## src/rtl/cpu_run_pkg.sv

```systemverilog
// Shared types and default constants for the CPU run controller.
package cpu_run_pkg;

   localparam int unsigned DEF_PC_WIDTH     = 32;
   localparam int unsigned DEF_CNT_WIDTH    = 32;
   localparam int unsigned DEF_RESET_CYCLES = 4;
   localparam int unsigned DEF_MAX_CYCLES   = 125;
   localparam int unsigned DEF_STALL_LIMIT  = 8;
   localparam logic [31:0] DEF_HALT_ADDR    = 32'hFFFF_FFFC;

   typedef enum logic [1:0] {
      IDLE,
      HOLD,
      RUN,
      FINISH
   } run_state_t;

   // Why a run ended; consumed by monitors and scoreboards.
   typedef enum logic [1:0] {
      END_NONE,
      END_HALT_ADDR,
      END_STALL,
      END_TIMEOUT
   } end_cause_t;

endpackage

```

## src/rtl/cpu_run_controller_sat_counter.sv

```systemverilog
// Up-counter with synchronous clear and enable that sticks at all-ones.
module sat_counter #(
   parameter int unsigned WIDTH = 32
) (
   input  logic             clk,
   input  logic             reset,
   input  logic             clear,
   input  logic             enable,
   output logic [WIDTH-1:0] count
);

   always_ff @(posedge clk or negedge reset) begin
      if (!reset) begin
         count <= '0;
      end else if (clear) begin
         count <= '0;
      end else if (enable && (count != '1)) begin
         count <= count + WIDTH'(1);
      end
   end

endmodule

```

## src/rtl/cpu_run_controller.sv

```systemverilog
// Run control for the pipelined core: timed core reset, supervised run,
// and end-of-run detection by halt address, PC stall or cycle budget.
module cpu_run_controller
   import cpu_run_pkg::*;
#(
   parameter int unsigned          PC_WIDTH     = DEF_PC_WIDTH,
   parameter int unsigned          CNT_WIDTH    = DEF_CNT_WIDTH,
   parameter int unsigned          RESET_CYCLES = DEF_RESET_CYCLES,
   parameter int unsigned          MAX_CYCLES   = DEF_MAX_CYCLES,
   parameter logic [PC_WIDTH-1:0]  HALT_ADDR    = PC_WIDTH'(DEF_HALT_ADDR),
   parameter int unsigned          STALL_LIMIT  = DEF_STALL_LIMIT
) (
   input  logic                 clk,
   input  logic                 reset,
   input  logic                 start,
   input  logic [PC_WIDTH-1:0]  pc,
   input  logic                 retire_valid,
   output logic                 core_reset,
   output logic                 running,
   output logic                 done,
   output logic                 halted,
   output logic                 timed_out,
   output logic [CNT_WIDTH-1:0] cycle_count,
   output logic [CNT_WIDTH-1:0] retire_count
);

   localparam int unsigned HOLD_W = (RESET_CYCLES > 1) ? $clog2(RESET_CYCLES) : 1;

   run_state_t            state, state_next;
   logic [HOLD_W-1:0]     hold_cnt, hold_next;
   logic [PC_WIDTH-1:0]   prev_pc;
   logic [CNT_WIDTH-1:0]  stall_cnt;
   logic                  done_next, halted_next, timed_out_next;
   logic                  cnt_clear, cycle_en, retire_en, stall_en, stall_clear;
   logic                  pc_same, halt_hit, stall_hit, timeout_hit;

   assign pc_same     = (pc == prev_pc);
   assign halt_hit    = (pc == HALT_ADDR);
   // Stall fires on the cycle the counter would reach the limit.
   assign stall_hit   = (STALL_LIMIT != 0) && pc_same &&
                        (stall_cnt == CNT_WIDTH'(STALL_LIMIT - 1));
   assign timeout_hit = (cycle_count == CNT_WIDTH'(MAX_CYCLES - 1));

   // Next-state and control decode.
   always_comb begin
      state_next     = state;
      hold_next      = hold_cnt;
      done_next      = done;
      halted_next    = halted;
      timed_out_next = timed_out;
      cnt_clear      = 1'b0;
      cycle_en       = 1'b0;
      retire_en      = 1'b0;
      stall_en       = 1'b0;
      stall_clear    = 1'b0;
      unique case (state)
         IDLE, FINISH: begin
            if (start) begin
               state_next     = HOLD;
               hold_next      = HOLD_W'(RESET_CYCLES - 1);
               done_next      = 1'b0;
               halted_next    = 1'b0;
               timed_out_next = 1'b0;
               cnt_clear      = 1'b1;
               stall_clear    = 1'b1;
            end
         end
         HOLD: begin
            if (hold_cnt == '0) begin
               state_next = RUN;
            end else begin
               hold_next = hold_cnt - HOLD_W'(1);
            end
         end
         RUN: begin
            cycle_en    = 1'b1;
            retire_en   = retire_valid;
            stall_en    = pc_same;
            stall_clear = !pc_same;
            if (halt_hit || stall_hit) begin
               state_next  = FINISH;
               done_next   = 1'b1;
               halted_next = 1'b1;
            end else if (timeout_hit) begin
               state_next     = FINISH;
               done_next      = 1'b1;
               timed_out_next = 1'b1;
            end
         end
         default: state_next = IDLE;
      endcase
   end

   always_ff @(posedge clk or negedge reset) begin
      if (!reset) begin
         state      <= IDLE;
         hold_cnt   <= '0;
         prev_pc    <= '0;
         core_reset <= 1'b1;
         running    <= 1'b0;
         done       <= 1'b0;
         halted     <= 1'b0;
         timed_out  <= 1'b0;
      end else begin
         state      <= state_next;
         hold_cnt   <= hold_next;
         if ((state == HOLD) || (state == RUN)) begin
            prev_pc <= pc;
         end
         core_reset <= (state_next != RUN);
         running    <= (state_next == RUN);
         done       <= done_next;
         halted     <= halted_next;
         timed_out  <= timed_out_next;
      end
   end

   sat_counter #(.WIDTH(CNT_WIDTH)) u_cycle_cnt (
      .clk    (clk),
      .reset  (reset),
      .clear  (cnt_clear),
      .enable (cycle_en),
      .count  (cycle_count)
   );

   sat_counter #(.WIDTH(CNT_WIDTH)) u_retire_cnt (
      .clk    (clk),
      .reset  (reset),
      .clear  (cnt_clear),
      .enable (retire_en),
      .count  (retire_count)
   );

   sat_counter #(.WIDTH(CNT_WIDTH)) u_stall_cnt (
      .clk    (clk),
      .reset  (reset),
      .clear  (stall_clear),
      .enable (stall_en),
      .count  (stall_cnt)
   );

endmodule
```

## config.mk

```make
export PLATFORM = sky130hd
export DESIGN_NAME = cpu_run_controller
export DESIGN_NICKNAME = d
export VERILOG_FILES = /design/src/rtl/cpu_run_pkg.sv /design/src/rtl/cpu_run_controller_sat_counter.sv /design/src/rtl/cpu_run_controller.sv
export SDC_FILE = /design/constraint.sdc
export NUM_CORES = 1
export LEC_CHECK = 0
export ABC_AREA = 0
export BUFFER_PORTS_ARGS = -buffer_cell sky130_fd_sc_hd__buf_2
export CAP_MARGIN = 40
export CORE_UTILIZATION = 52
export DETAILED_ROUTE_END_ITERATION = 12
export PLACE_DENSITY_LB_ADDON = 0.25
export SLEW_MARGIN = 5
export SYNTH_ARGS = -nofsm -noshare
export SYNTH_HDL_FRONTEND = slang
export SYNTH_SLANG_ARGS = --single-unit
```

## constraint.sdc

```tcl
create_clock -name clk -period 2.3 [get_ports clk]
set_input_delay 0.23 -clock clk [delete_from_list [all_inputs] [get_ports clk]]
set_output_delay 0.23 -clock clk [all_outputs]
set_load 0.01 [all_outputs]
```

==> impl_metrics.ini, run 1 <==
[status]
status = finished with violations
violations = negative setup slack

[setup_path]
arrival_ns = 2.70
path_max_fanout = 14
r2r_slack_ns = -0.06
crit_buf_inv = 1
crit_type = reg2reg
endpoint = u_stall_cnt.count[21]$_DFFE_PN0P_
reg2reg_to = u_stall_cnt.count[21]$_DFFE_PN0P_
crit_slowest_cell = or4_4
startpoint_type = register
crit_family = simple AND/OR/NAND/NOR gates
cp.depth = 7
cpPeakStageDelay_ns = 0.51
cp.required_ns = 2.65
crit_chain = xor2_1 > nor4_2 > nand4_1 > or2_4 > buf_6 > or4_4 > a21oi_2
critical_path.endpoint_type = register
r2r_start = prev_pc[27]$_DFFE_PN0N_
rr_worst_depth = 7
critPathLaunch = prev_pc[27]$_DFFE_PN0N_

[clock_tree]
worstSkewPairLatency_ns = 0.43
cts_root_buf = clkbuf_16
cts_tree = built
htreeDepth = 4
cts_buffers = 17
clkSinkCount = 137
clk_pin_slew_ns = 0.06
clockBufferDepth = 2

[sta]
holdWs_ns = 0.0761
tightest_slew_ns = 0.595
fmax_mhz = 424
slew_viol_final = 0
clock_skew_ns = 0.0104
finalHoldViolCount = 0
rsz0062_at_grt = true
setup_viol_count_final = 17
final.setup.worst_slack_ns = -0.0571
post-route-period-util = 1.02
fin_crit_ns = 2.36
slew_headroom = 0.603

[global_route]
grt_usage = 0.296
grt_antenna_before_repair = 0
grt_pass1_vias = 7033
grt_max_degree = 61
overflow = 0
grt_pass1_wl_um = 34700

[logic_synthesis]
yosysTopAreaCell = dfrtp_1
synth_area_per_cell_sq_um = 9.57
synth_common_cells = dfrtp_1 (136), nor2_1 (70), xor2_1 (65), nand4_1 (53), a21oi_1 (49)
synthCells = 790
yosysMostFrequentCell = dfrtp_1
synth_nets = 833
synth_edf_count = 0
synth.area.top_cells = dfrtp_1 (45%), xor2_1 (7.5%), mux2_2 (4.8%)
yosysSeqAreaShare = 0.454
syn_area_sq_um = 7560
async_flop_share = 1.00
synth_top_area_share = 0.450
synth_ff_type = dfrtp_1
ys_warn_count = 0
ys_seq_elements = 137
synth.distinct_cells = 55

[layout]
layout-drive-gt1-share = 0.325
syn_to_final_growth_pct = 30.2
finish.instance_area_sq_um = 9850
nFillCells = 1036
fin_cells = 1161
fin_nets = 1012
finalCoreUtilization = 0.701
num_antenna_cells = 0

[routing]
drt-pass1-iter-count = 5
first_iter_violations = 546
drtAntennaViolNets = 0
vias = 7203
via_per_inst = 6.20
finalWirelength_um = 21200
drc_errors = 0
post_drt_wl_per_cell_um = 18.3

[floorplanning]
core_area_sq_um = 14000
die_w_um = 123
pin_count = 105
start_util = 0.538
die_y_um = 123
rows = 43
die_area_sq_um = 15000

[power]
p_leak_nw = 4.24
power_density_nw_per_um2 = 714
vdd_drop_max_v = 0.000650

[flow_run]
drv_cap = 0

[placement]
hpwl_um = 14600
port_buffers = 104
dp_cells = 1121
place_area_sq_um = 8870
place_congestion = 0.929

[min_path]
min_path_type = in2reg
==> what timing repair did <==
| action | 4_1_cts | 5_1_grt |
|---|---|---|
| hold buffers | 1 | 0 |
| pin swaps | 10 | 16 |
| gates resized for setup | 12 | 38 |
| setup buffers | 6 | 3 |
| endpoints found under the setup margin | 24 | 51 |
| gates cloned | 1 | 1 |
| endpoints found under the hold margin | 56 | 0 |
==> cell usage in the layout (no fill, tap or decap), drive strengths merged, types with 3 or more instances in the layout <==
master,netlist,final
nand3b,7,7
nand3,44,44
a21bo,3,3
or4,29,29
o21ai,18,18
and4,8,8
a21oi,49,49
nor3,14,14
o31ai,24,24
nor4b,3,3
clkbuf,31,22
and3,15,15
or3,17,17
nand4,55,55
inv,17,19
bufinv,0,5
dfrtp,136,136
o41ai,5,5
and2,10,10
a211oi,4,4
nor4,27,27
mux2,32,32
nand4b,3,3
or2,6,6
xnor2,15,15
buf,7,196
nor2,70,70
xor2,65,65
nand2,41,41
ha,7,7
==> layer usage <==
metal	wire (um)	vias up	GRT usage
li1	-	3301	-
met1	9080	3568	0.394
met2	10400	306	0.482
met3	1380	28	0.0520
met4	397	0	0.108
met5	0	-	0
==> power breakdown <==
group / internal, mW / total, mW / switching [mW]
logic: 0.503 / 1.18 / 0.679
clock network: 2.02 / 3.06 / 1.05
registers: 2.59 / 2.78 / 0.194
total: 5.11 / 7.03 / 1.92
==> layout make-up <==
cell class                 instances  area [sq um]  share of cell area
clock inverter                     9           185              0.0188
inverter                          17          63.8             0.00648
clock buffer                      22           474              0.0482
timing repair buffer             198          1320               0.134
multi-input combinational        598          4150               0.421
sequential                       137          3430               0.349
tap                              180           225              0.0229
==> metrics by stage <==
stage | setup TNS, ns | power, mW | setup WS [ns]
global placement | 0 | 3.90 | 0.0330
finish | -0.565 | 7.03 | -0.0571
CTS | -0.0127 | 7.04 | -0.00999
detailed placement | -1.54 | 3.96 | -0.117
global route | -3.50 | 7.33 | -0.195
floorplan | -0.00849 | 3.40 | -0.00849
==> worst min path at each step <==
stage | startpoint | endpoint | slack [ns] | depth (start not counted)
2_1_floorplan | reset | done$_DFFE_PN0P_ | -0.07 | 0
3_3_place_gp | reset | prev_pc[7]$_DFFE_PN0N_ | 0.24 | 1
3_5_place_dp | reset | prev_pc[7]$_DFFE_PN0N_ | 0.26 | 1
4_1_cts | pc[11] | prev_pc[11]$_DFFE_PN0N_ | 0.07 | 2
5_1_grt | pc[14] | prev_pc[14]$_DFFE_PN0N_ | 0.08 | 2
6_report | pc[11] | prev_pc[11]$_DFFE_PN0N_ | 0.08 | 2
==> flip-flops by register name, summed over array words and instances (netlist names) <==
name and count:
core_reset 1, prev_pc 32, state 2, running 1, halted 1, hold_cnt 2, u_stall_cnt.count 32, timed_out 1
u_retire_cnt.count 32, done 1, u_cycle_cnt.count 32
==> kinds of logic after synthesis <==
logic type,Yosys count,share of synthesized area
AO/OA/AOI/OAI,122,0.103
XOR/XNOR,80,0.0927
adder cells (fa/ha/maj),7,0.0116
buffers and inverters,55,0.0280
flip-flops,137,0.454
multiplexers,33,0.0490
AND/OR/NAND/NOR,356,0.262
==> worst register-to-register path, stage by stage, from the launching register on <==
cell and delay (ns):
dfrtp_1 0.39, xor2_1 0.18, nor4_2 0.37, nand4_1 0.19
or2_4 0.31, buf_6 0.16, or4_4 0.52, a21oi_2 0.16
Power figures use the tool's default switching activity.
==> run 2, diff against run 1 <==
--- a/config.mk
+++ b/config.mk
@@ -11,6 +11,7 @@
 export CORE_UTILIZATION = 52
 export DETAILED_ROUTE_END_ITERATION = 12
 export PLACE_DENSITY_LB_ADDON = 0.25
+export SETUP_SLACK_MARGIN = 0.05
 export SLEW_MARGIN = 5
 export SYNTH_ARGS = -nofsm -noshare
 export SYNTH_HDL_FRONTEND = slang
==> run 2 against run 1 <==
Compared with the run above: the flow still finishes with violations (negative setup slack); combinational power increased by 6%; critical path depth did not move; clock skew grew 0.0018 ns; routed wire length increased by 0.40%; critical path type unchanged; critical endpoint is now u_stall_cnt.count[2]$_DFFE_PN0P_.
==> impl_metrics.ini, run 2 (synthesis results as in run 1) <==
[clock_tree]
cts_tree = built
clk_pin_slew_ns = 0.06
htreeDepth = 4
worstSkewPairLatency_ns = 0.43
cts_buffers = 17
clockBufferDepth = 2
cts_root_buf = clkbuf_16
clkSinkCount = 137

[setup_path]
r2r_slack_ns = -0.02
arrival_ns = 2.68
crit_slowest_cell = or4_1
startpoint_type = register
endpoint = u_stall_cnt.count[2]$_DFFE_PN0P_
cp.required_ns = 2.66
rr_worst_depth = 7
crit_type = reg2reg
critical_path.endpoint_type = register
critPathLaunch = prev_pc[17]$_DFFE_PN0N_
reg2reg_to = u_stall_cnt.count[2]$_DFFE_PN0P_
path_max_fanout = 14
r2r_start = prev_pc[17]$_DFFE_PN0N_
crit_chain = xor2_1 > nor4_2 > nand4_1 > or2_4 > buf_8 > or4_1 > a21oi_1
cpPeakStageDelay_ns = 0.50

[global_route]
overflow = 0
grt_max_degree = 59
grt_pass1_vias = 6987
grt_pass1_wl_um = 34200
grt_antenna_before_repair = 1
grt_usage = 0.293

[floorplanning]
start_util = 0.538
rows = 43
die_w_um = 123
pin_count = 105
die_area_sq_um = 15000
core_area_sq_um = 14000
die_y_um = 123

[power]
switching_power_mw = 2.01
power_mw = 6.87
power.internal_mw = 4.86
p_comb_frac = 0.182
power_density_nw_per_um2 = 684
clockPowerShare = 0.411
power_frac_seq = 0.407
p_leak_nw = 4.31
vdd_drop_max_v = 0.000531
switching_share = 0.293

[layout]
num_antenna_cells = 0
layout_commonest_cell = dfrtp_1
layout-drive-gt1-share = 0.356
final_cell_mix = dfrtp_1 (129), buf_2 (103), buf_4 (101)
syn_to_final_growth_pct = 32.7
fin_nets = 1031
finish.instance_area_sq_um = 10000

[placement]
hpwl_um = 14500
place_area_sq_um = 8980
port_buffers = 104
place_congestion = 0.922

[sta]
slew_headroom = 0.628
rsz0062_at_grt = true
post-route-period-util = 1.01
fin_crit_ns = 2.32
final.setup.worst_slack_ns = -0.0184
clock_skew_ns = 0.0123
setup_viol_count_final = 11
holdWs_ns = 0.0806
slew_viol_final = 0
tightest_slew_ns = 0.558
fmax_mhz = 431
finalHoldViolCount = 0

[routing]
first_iter_violations = 430
post_drt_wl_per_cell_um = 18.1
finalWirelength_um = 21300
via_per_inst = 6.11
vias = 7214
drc_errors = 0
drtAntennaViolNets = 0
drt-pass1-iter-count = 5

[status]
violations = negative setup slack
status = finished with violations

[min_path]
min_path_type = in2reg

[flow_run]
drv_cap = 0
-- run 2: cell types whose count changed in the layout (fill, tap and decap cells not counted), sizes merged --
cell,change
clkinv,+1
bufbuf,-1
clkbuf,-2
bufinv,-2
clkinvlp,+4
inv,-1
buf,+20
-- run 2: repair_timing --
action,CTS,global route
buffers inserted,6,7
pin swaps,16,20
setup endpoints to repair,41,64
resized for setup,23,57
hold buffers,1,0
endpoints found under the hold margin,53,0
-- run 2: stage by stage --
step                      setup slack, ns  setup TNS, ns  instances  utilization
after floorplan                    0.0251              0        790            -
after global placement            -0.0733         -0.971       1135        0.640
after detailed placement           -0.175          -2.46       1135        0.640
after CTS                        -0.00912        -0.0364       1173        0.694
after global routing               -0.132          -1.67       1180        0.715
final                             -0.0184        -0.0947       1180        0.715
-- run 2: layout make-up --
cell class,count,area (sq um)
inverter,17,63.8
clock buffer,20,457
sequential,137,3440
multi-input combinational,598,4250
fill,1037,4010
clock inverter,11,148
timing repair buffer,217,1450
tap,180,225
-- run 2: worst max-delay path, delay by kind of cell, from the launching register on --
kind	cells	cell delay, ns
simple gates	4	1.37
compound gates	1	0.15
xor+xnor	1	0.16
flops	1	0.39
buf+inv	1	0.17
-- run 2: power groups by stage --
stage	clock (mW)	sequential (mW)	combinational (mW)
6_report	2.82	2.79	1.25
5_1_grt	2.94	2.81	1.40
4_1_cts	2.84	2.77	1.18
3_5_place_dp	0	2.81	1.17
3_3_place_gp	0	2.79	1.11
2_1_floorplan	0	2.90	0.518
-- run 2: layer usage --
metal / wire, um / GRT usage
met1: 9090 / 0.387
met2: 10600 / 0.481
met3: 1330 / 0.0493
met4: 306 / 0.114
met5: 0 / 0
-- run 2: worst min-delay path by stage --
| stage | start | to | slack [ns] | depth (start not counted) |
|---|---|---|---|---|
| 5_1_grt | pc[4] | prev_pc[4]$_DFFE_PN0N_ | 0.08 | 2 |
| 3_3_place_gp | reset | prev_pc[7]$_DFFE_PN0N_ | 0.23 | 1 |
| 6_report | pc[20] | prev_pc[20]$_DFFE_PN0N_ | 0.08 | 2 |
| 3_5_place_dp | reset | prev_pc[11]$_DFFE_PN0N_ | 0.23 | 1 |
| 2_1_floorplan | reset | done$_DFFE_PN0P_ | -0.07 | 0 |
| 4_1_cts | pc[4] | prev_pc[4]$_DFFE_PN0N_ | 0.07 | 2 |
